### src/rtl/piso_serializer.sv
// piso_serializer: parallel-in serial-out shifter with a valid/ready load
// port, per-bit stall and zero-gap back-to-back frames.
module piso_serializer #(
   parameter int unsigned WIDTH     = 4,
   parameter bit          MSB_FIRST = 1'b1
) (
   input  logic             clk_i,
   input  logic             rst_ni,
   input  logic             load_valid_i,
   output logic             load_ready_o,
   input  logic [WIDTH-1:0] par_in_i,
   input  logic             shift_en_i,
   output logic             serial_out_o,
   output logic             serial_valid_o,
   output logic             done_o
);

   localparam int unsigned CW = (WIDTH > 1) ? $clog2(WIDTH) : 1;
   localparam logic [CW-1:0] LAST = CW'(WIDTH - 1);

   typedef enum logic {
      IDLE,
      SHIFT
   } state_e;

   state_e           state_q, state_d;
   logic [WIDTH-1:0] sreg_q, sreg_d;
   logic [CW-1:0]    cnt_q, cnt_d;
   logic             done_q, done_d;

   logic             in_shift;
   logic             last_bit;
   logic             accept;
   logic [WIDTH-1:0] sreg_shifted;

   assign in_shift = (state_q == SHIFT);

   // last_bit: final bit of the frame leaves on this edge
   assign last_bit = in_shift && (cnt_q == LAST) && shift_en_i;

   assign load_ready_o   = !in_shift || last_bit;
   assign accept         = load_valid_i && load_ready_o;
   assign serial_valid_o = in_shift;
   assign done_o         = done_q;

   always_comb begin
      if (MSB_FIRST) begin
         sreg_shifted = {sreg_q[WIDTH-2:0], 1'b0};
         serial_out_o = in_shift && sreg_q[WIDTH-1];
      end else begin
         sreg_shifted = {1'b0, sreg_q[WIDTH-1:1]};
         serial_out_o = in_shift && sreg_q[0];
      end
   end

   always_comb begin
      state_d = state_q;
      sreg_d  = sreg_q;
      cnt_d   = cnt_q;
      done_d  = 1'b0;
      unique case (state_q)
         IDLE: begin
         end
         SHIFT: begin
            if (shift_en_i) begin
               sreg_d = sreg_shifted;
               cnt_d  = cnt_q + 1'b1;
               if (cnt_q == LAST) begin
                  done_d  = 1'b1;
                  state_d = IDLE;
                  cnt_d   = '0;
               end
            end
         end
         default: begin
            state_d = IDLE;
         end
      endcase
      // a new word overrides the drain to IDLE for zero-gap frames
      if (accept) begin
         state_d = SHIFT;
         sreg_d  = par_in_i;
         cnt_d   = '0;
      end
   end

   always_ff @(posedge clk_i or negedge rst_ni) begin
      if (!rst_ni) begin
         state_q <= IDLE;
         sreg_q  <= '0;
         cnt_q   <= '0;
         done_q  <= 1'b0;
      end else begin
         state_q <= state_d;
         sreg_q  <= sreg_d;
         cnt_q   <= cnt_d;
         done_q  <= done_d;
      end
   end

endmodule
### config.mk
export PLATFORM = sky130hd
export DESIGN_NAME = piso_serializer
export DESIGN_NICKNAME = d
export VERILOG_FILES = /design/src/rtl/piso_serializer.sv
export SDC_FILE = /design/constraint.sdc
export NUM_CORES = 1
export LEC_CHECK = 0
export CAP_MARGIN = 20
export CORE_MARGIN = 2
export CORE_UTILIZATION = 30
export CTS_CLUSTER_SIZE = 24
export DETAILED_ROUTE_END_ITERATION = 8
export SKIP_LAST_GASP = 1
export SLEW_MARGIN = 20
export SYNTH_ARGS = -nofsm -noshare
export SYNTH_HDL_FRONTEND = slang
export SYNTH_SLANG_ARGS = --single-unit
### constraint.sdc
create_clock -name clk_i -period 2.6 [get_ports clk_i]
set_clock_uncertainty 0.1 [all_clocks]
set_input_delay 0.26 -clock clk_i [delete_from_list [all_inputs] [get_ports clk_i]]
set_output_delay 0.26 -clock clk_i [all_outputs]
set_load 0.01 [all_outputs]
-- Word-level counts from Yosys, hierarchy flattened
Cells that the tools add are included.
- register bits: 8
- bits in latches: 0
- bits in writable memories: 0
- memory bits (read-only): 0
- output and inout port bits: 4
- word-level logic and storage cells: 29
- memories kept: 0
- $add $sub $neg: 1
- $mul: 0
- divide/modulo/power cells: 0
- magnitude comparators: 0
- equality and inequality tests: 1
- shift operators: 0
- multiplexer cells: 14
- bitwise logic cells: 0
- reduce and logical (&&, ||, !) cells: 9
- operator list (operator ; number):
    $mux 4 ; 3
    $mux 2 ; 4
    $mux 1 ; 7
    $logic_and 1x1->1 ; 4
    $reduce_bool 2->1 ; 2
    $add 2x1->2 const B ; 1
    $eq 2x2->1 const B ; 1
    $reduce_and 2->1 ; 1
    $logic_not 1->1 ; 1
    $logic_or 1x1->1 ; 1

-- Logic depth before layout (Yosys ltp)
Gate-level depths: netlist (run 1).
- depth after elaboration: 7
- gate-level depth with buffers: 4
- mapped depth without buffers: 4

-- Least setup slack after synthesis (run 1)
OpenSTA, ideal clock, no wires.
- kind: reg-to-reg
- start: register cnt_q[0]
- end: register sreg_q[1]
- setup time: 125 ps
- data arrival time: 1031 ps
- slack: 1344 ps
- stages on the path, launching flop included: 5
- path buffers: 0
- cell sequence: dfrtp_1 > ha_1 > nand2_1 > mux2i_1 > a21oi_1
- word-level cells in the longest chain between the ends: 7
- RTL lines (what ; line ; text):
    start: declaration ; 28 ; logic [CW-1:0] cnt_q, cnt_d;
    start signal: assignment ; 96 ; cnt_q <= cnt_d;
    $eq 2x2->1 * ; 39 ; assign last_bit = in_shift && (cnt_q == LAST) && shift_en_i;
    $logic_and 1x1->1 * (2 in series) ; 39 ;
    $logic_or 1x1->1 * ; 41 ; assign load_ready_o = !in_shift || last_bit;
    $logic_and 1x1->1 * ; 42 ; assign accept = load_valid_i && load_ready_o;
    $reduce_bool 2->1 (no line) ; n/a ;
    $reduce_and 2->1 (no line) ; n/a ;
    end signal: assignment ; 95 ; sreg_q <= sreg_d;
    end: declaration ; 27 ; logic [WIDTH-1:0] sreg_q, sreg_d;
Every way passes the cells marked *; elsewhere a longest branch is shown, timed or not.
A chain may end at the register's enable or synchronous reset.

-- Final worst setup path (run 1)
- start: input port shift_en_i
- end: output port load_ready_o
- word-level cells in the longest chain between the ends: 2
- RTL lines (what ; line ; text):
    start: declaration ; 12 ; input logic shift_en_i,
    $logic_and 1x1->1 ; 39 ;
    $logic_or 1x1->1 ; 41 ;
    end: declaration ; 10 ; output logic load_ready_o,
Every way passes these cells.

==> flow_metrics.py, run 1 <==
metrics = {
    "global_route": {
        "grt_pass1_wl_um": 1835,
        "gr-total-overflow": 0,
        "antenna_found_initial": 0,
        "grt_pass1_vias": 408,
        "grt_usage": 0.1279,
        "grt_max_degree": 14,
    },
    "yosys": {
        "ys_ff_latch": 8,
        "ys.flop_type": "dfrtp_1",
        "synth.top_cell.area_share": 0.4156,
        "synth_most_common_cell": "dfrtp_1",
        "synth.top_cells.by_count": "dfrtp_1, mux2i_1, nand2_1, nand2b_1",
        "syn_area_sq_um": 481.7,
        "ys_seq_area_frac": 0.4156,
        "synth_warnings": 0,
        "yosys-top-cells-area": "dfrtp_1, mux2i_1, mux2_4",
        "synth_enable_flop_cells": 0,
        "syn_nets": 57,
        "async_reset_ff_frac": 1.000,
        "netlist-cell-type-count": 19,
        "syn-instance-count": 48,
        "synth_area_per_cell_sq_um": 10.04,
        "synth_area_leader_cell": "dfrtp_1",
    },
    "timing": {
        "period_share": 0.7824,
        "min_period_ps": 2034,
        "rsz0062_at_grt": "false",
        "max_clock_freq_ghz": 0.4916,
        "slew_headroom": 0.7239,
        "finalSetupTns_ps": 0,
        "worst_slew_pin_slew_ps": 414.1,
        "setup_slack_ps": 565.7,
        "hold_viol": 0,
        "setup_viol": 0,
        "maxSlewViolCount": 0,
    },
    "clock_network": {
        "post_cts_buffers": 0,
        "path_clk_slew_ps": 50,
        "clkSinkCount": 8,
        "insertion_delay_ps": 250,
        "cts_root_buffer": "clkbuf_4",
        "cts_tree": "built",
        "numCtsBuffers": 3,
        "cts_hold_buf": 0,
        "cts_htree_levels": 1,
        "clockBufferDepth": 2,
        "cts_resized": 0,
    },
    "power": {
        "combinationalPowerShare": 0.425,
        "p_int_uw": 353.2,
        "seqPwrFrac": 0.401,
        "total_power_uw": 526.8,
        "sw_frac_of_total": 0.3295,
        "p_switching_uw": 173.6,
        "power_leakage_uw": 0.0002903,
        "ir_worst_vdd_mv": 0.5009,
        "powerDensity_nw_per_um2": 859.2,
        "clkPwrFrac": 0.174,
    },
    "setup_path": {
        "worstSetupPathType": "input port to primary output",
        "cpMaxStageDelayCell": "clkdlybuf4s50_1",
        "required_ps": 2240,
        "slowest_delay_ps": 650,
        "critPathMaxFanout": 9,
        "worstPathCellList": "clkdlybuf4s50_1 > nand2_1 > nand2_1 > clkdlybuf4s50_1",
        "cp-end-kind": "primary output",
        "start_kind": "input port",
        "cp.arrival_ps": 1670,
    },
    "place": {
        "dp_hpwl_um": 663.3,
        "portBuffers": 11,
        "place_ws_ps": 583.7,
        "gp_congestion": 0.7259,
    },
    "floorplan": {
        "rows": 14,
        "io_pins": 12,
        "dieArea_sq_um": 1942,
        "core_region_area_sq_um": 1506,
        "initial_utilization": 0.3198,
        "die_w_um": 44.07,
        "die_h_um": 44.07,
    },
    "finish": {
        "finalNetCount": 70,
        "final_util": 0.4070,
        "area_growth_pct": 27.27,
        "diodes": 0,
        "drive_gt1_frac": 0.1186,
    },
    "detailed_routing": {
        "drc": 0,
        "drt_iter0_drc": 4,
        "ant_nets": 0,
        "vias": 383,
        "vias_per_cell": 5.107,
        "drt_first_pass_iters": 4,
        "wire_per_inst_um": 12.67,
        "postRouteWirelength_um": 950,
    },
    "hold_path": {
        "min_path_type": "input port to async pin",
    },
    "outcome": {
        "status": "completed",
    },
    "flow_run": {
        "drv_cap": 0,
    },
}
==> area by class of cell <==
type | count | area (sq um)
fillers | 157 | 893.4
inverters | 2 | 7.507
multi-input cells | 35 | 252.7
well taps | 16 | 20.02
clock buffers | 3 | 22.52
flip-flops and latches | 8 | 200.2
repair buffers | 11 | 110.1
==> routing by layer <==
metal	wire length, um	vias to the layer above	GRT usage
met1	430	182	0.1546
met2	441	9	0.2059
met5	0	-	0
met3	70	2	0.05714
met4	8	0	0.03636
li1	-	190	-
==> sequential cells by signal (all words and copies together) (netlist names) <==
register / count
cnt_q: 2
done_o: 1
serial_valid_o: 1
sreg_q: 4
==> logic make-up after synthesis <==
family,after synthesis,synth area share
AND/OR/NAND/NOR,16,0.1663
flip-flops,8,0.4156
buffers and inverters,5,0.05975
adder cells (fa/ha/maj),1,0.02597
multiplexers,8,0.1974
AO/OA/AOI/OAI,10,0.1351
==> per-stage QoR <==
step / hold WS [ps] / area (sq um) / cells
finish: 185.9 / 613.1 / 75
global route: 225.4 / 613.1 / 75
CTS: 200.3 / 613.1 / 75
detailed placement: 407.4 / 590.6 / 72
global placement: 396.2 / 590.6 / 72
floorplan: -135.6 / 481.7 / 48
==> final timing paths <==
path	to	slack [ps]	cells after the start	start
max	load_ready_o	570	4	shift_en_i
min	serial_valid_o$_DFF_PN0_	190	1	rst_ni
max reg2reg	sreg_q[2]$_DFFE_PN0P_	1180	4	cnt_q[0]$_DFFE_PN0P_
min reg2reg	cnt_q[1]$_DFFE_PN0P_	430	2	cnt_q[1]$_DFFE_PN0P_
max in group asynchronous	sreg_q[1]$_DFFE_PN0P_	1950	1	rst_ni
min in group clk_i	cnt_q[1]$_DFFE_PN0P_	430	2	cnt_q[1]$_DFFE_PN0P_
==> critical path, delay by kind of cell <==
kind,cells,cell delay (ps)
simple gates,2,210
buf+inv,2,1190
==> power groups by stage <==
stage | clock (uW) | combinational [uW] | sequential (uW)
floorplan | 0 | 159 | 201
global placement | 0 | 223 | 211
detailed placement | 0 | 223 | 213
CTS | 97.7 | 225 | 211
global route | 104 | 249 | 221
finish | 91.8 | 224 | 211
==> placed cells by master, fill, tap and decap left out, drive strengths merged <==
master	instances
inv	2
clkbuf	3
o21ai	2
a31oi	1
nand2b	5
mux2	3
nor2	3
dfrtp	8
clkdlybuf4s50	11
o221ai	1
o22ai	3
mux2i	5
a21oi	3
and2	1
nand2	5
nand4	1
nor2b	1
ha	1
(Power assumes the default switching activity.)
==> run 2, diff against run 1 <==
clock period = 1.9 ns   (was 2.6 ns; I/O delays follow)
==> flow_metrics.py, run 2 (synthesized netlist as in run 1, its figures left out) <==
metrics = {
    "setup_path": {
        "cpMaxStageDelayCell": "clkdlybuf4s50_1",
        "slowest_delay_ps": 540,
        "r2r-end": "sreg_q[2]$_DFFE_PN0P_",
        "rr_startpoint": "cnt_q[0]$_DFFE_PN0P_",
        "worstPathCellList": "ha_4 > nand2_1 > nand2_1 > clkdlybuf4s50_1",
        "rr_worst_depth": 4,
        "required_ps": 1610,
        "critPathMaxFanout": 4,
        "rrSetupSlack_ps": 550,
        "worstSetupPathType": "flop to primary output",
        "start_kind": "flop",
        "cp.arrival_ps": 1510,
        "cp-end-kind": "primary output",
        "cpMostUsedCell": "nand2_1",
    },
    "timing": {
        "rsz0062_at_grt": "false",
        "hold_viol": 0,
        "setup_viol": 0,
        "setup_slack_ps": 103.4,
        "max_clock_freq_ghz": 0.5566,
        "min_period_ps": 1797,
        "maxSlewViolCount": 0,
        "worst_slew_pin_slew_ps": 399.4,
        "slew_headroom": 0.7329,
        "period_share": 0.9456,
        "finalSetupTns_ps": 0,
    },
    "floorplan": {
        "core_region_area_sq_um": 1506,
        "die_h_um": 44.07,
        "rows": 14,
        "io_pins": 12,
        "dieArea_sq_um": 1942,
        "initial_utilization": 0.3198,
        "die_w_um": 44.07,
    },
    "place": {
        "place_ws_ps": 219.5,
        "gp_congestion": 0.7965,
        "dp_hpwl_um": 795.1,
        "portBuffers": 11,
    },
    "global_route": {
        "grt_max_degree": 9,
        "grt_pass1_vias": 389,
        "gr-total-overflow": 0,
        "antenna_found_initial": 0,
        "grt_usage": 0.1301,
        "grt_pass1_wl_um": 1752,
    },
    "power": {
        "powerDensity_nw_per_um2": 1192,
        "total_power_uw": 765.4,
        "power_leakage_uw": 0.0002978,
        "ir_worst_vdd_mv": 0.6581,
    },
    "finish": {
        "layout_common_cells": "clkdlybuf4s50_1, dfrtp_1, nand2_1, nand2b_1, mux2i_1",
        "multiInputGateArea_sq_um": 265.3,
        "mostFrequentLayoutCell": "clkdlybuf4s50_1",
        "largest_reg_flops": 4,
        "diodes": 0,
        "top_regs": "sreg_q: 4 flops, cnt_q: 2 flops",
        "ff_latch_area_sq_um": 201.4,
        "finalNetCount": 72,
        "fill_cells": 151,
        "area_growth_pct": 33.25,
        "top_register": "sreg_q",
        "drive_gt1_frac": 0.1803,
    },
    "clock_network": {
        "insertion_delay_ps": 250,
        "post_cts_buffers": 0,
        "path_clk_slew_ps": 50,
        "cts_hold_buf": 0,
        "cts_htree_levels": 1,
        "numCtsBuffers": 3,
        "cts_tree": "built",
        "clkSinkCount": 8,
        "clockBufferDepth": 2,
        "cts_root_buffer": "clkbuf_4",
    },
    "detailed_routing": {
        "vias": 379,
        "wire_per_inst_um": 13.56,
        "drt_iter0_drc": 11,
        "vias_per_cell": 4.922,
        "drt_first_pass_iters": 4,
        "postRouteWirelength_um": 1044,
        "ant_nets": 0,
        "drc": 0,
    },
    "hold_path": {
        "min_path_type": "input port to async pin",
    },
    "flow_run": {
        "drv_cap": 0,
    },
    "outcome": {
        "status": "completed",
    },
}
run 2: worst max-delay path by stage:
stage                         startpoint                     to  slack (ps)  cells after the start
global placement              shift_en_i           load_ready_o         210                      4
finish              cnt_q[1]$_DFFE_PN0P_           load_ready_o         100                      4
detailed placement            shift_en_i           load_ready_o         220                      4
CTS                 cnt_q[0]$_DFFE_PN0P_           load_ready_o           7                      4
global route        cnt_q[1]$_DFFE_PN0P_           load_ready_o          20                      4
floorplan           cnt_q[0]$_DFFE_PN0P_  sreg_q[1]$_DFFE_PN0P_         640                      4
run 2: metal layers:
metal  routed length (um)  vias up  part of all wire  global-route usage
met5                    0        -                 0                   0
met3                   74        0             0.071             0.07755
met4                    0        0                 0             0.01818
met1                  561      170              0.54              0.1790
li1                     -      196                 -                   -
met2                  408       13              0.39              0.1794
run 2: timing repair:
| action | CTS | global route |
|---|---|---|
| endpoints found under the setup margin | 0 | 1 |
| gates resized for setup | 0 | 3 |
| endpoints found under the hold margin | 0 | 0 |
run 2: cell type report:
class | instances | share of cell area
Sequential cell | 8 | 0.3138
Multi-Input combinational cell | 35 | 0.4133
Inverter | 2 | 0.01170
Tap cell | 16 | 0.03119
Clock buffer | 3 | 0.03509
Timing Repair Buffer | 13 | 0.1949
run 2: per-stage QoR:
step / hold WS [ps] / area (sq um) / instances / utilization
3_5_place_dp: 402.4 / 605.6 / 74 / 0.4020
3_3_place_gp: 401.1 / 605.6 / 74 / 0.4020
2_1_floorplan: -205.6 / 481.7 / 48 / -
6_report: 130.9 / 641.9 / 77 / 0.4261
4_1_cts: 137.1 / 628.1 / 77 / 0.4169
5_1_grt: 140.4 / 641.9 / 77 / 0.4261
run 2: power breakdown:
| part | internal [uW] | leakage [uW] | switching, uW |
|---|---|---|---|
| logic | 199 | 0.000190 | 139 |
| clock network | 72.1 | 0.0000138 | 54.7 |
| registers | 235 | 0.0000944 | 65.2 |
| total | 506 | 0.000298 | 259 |
run 2: worst max-delay path, delay by kind of cell (launching register included):
family                     cells  cell delay (ps)
adders and majority gates      1              170
buffers and inverters          1              540
DFF                            1              400
and+or+nand+nor                2              140
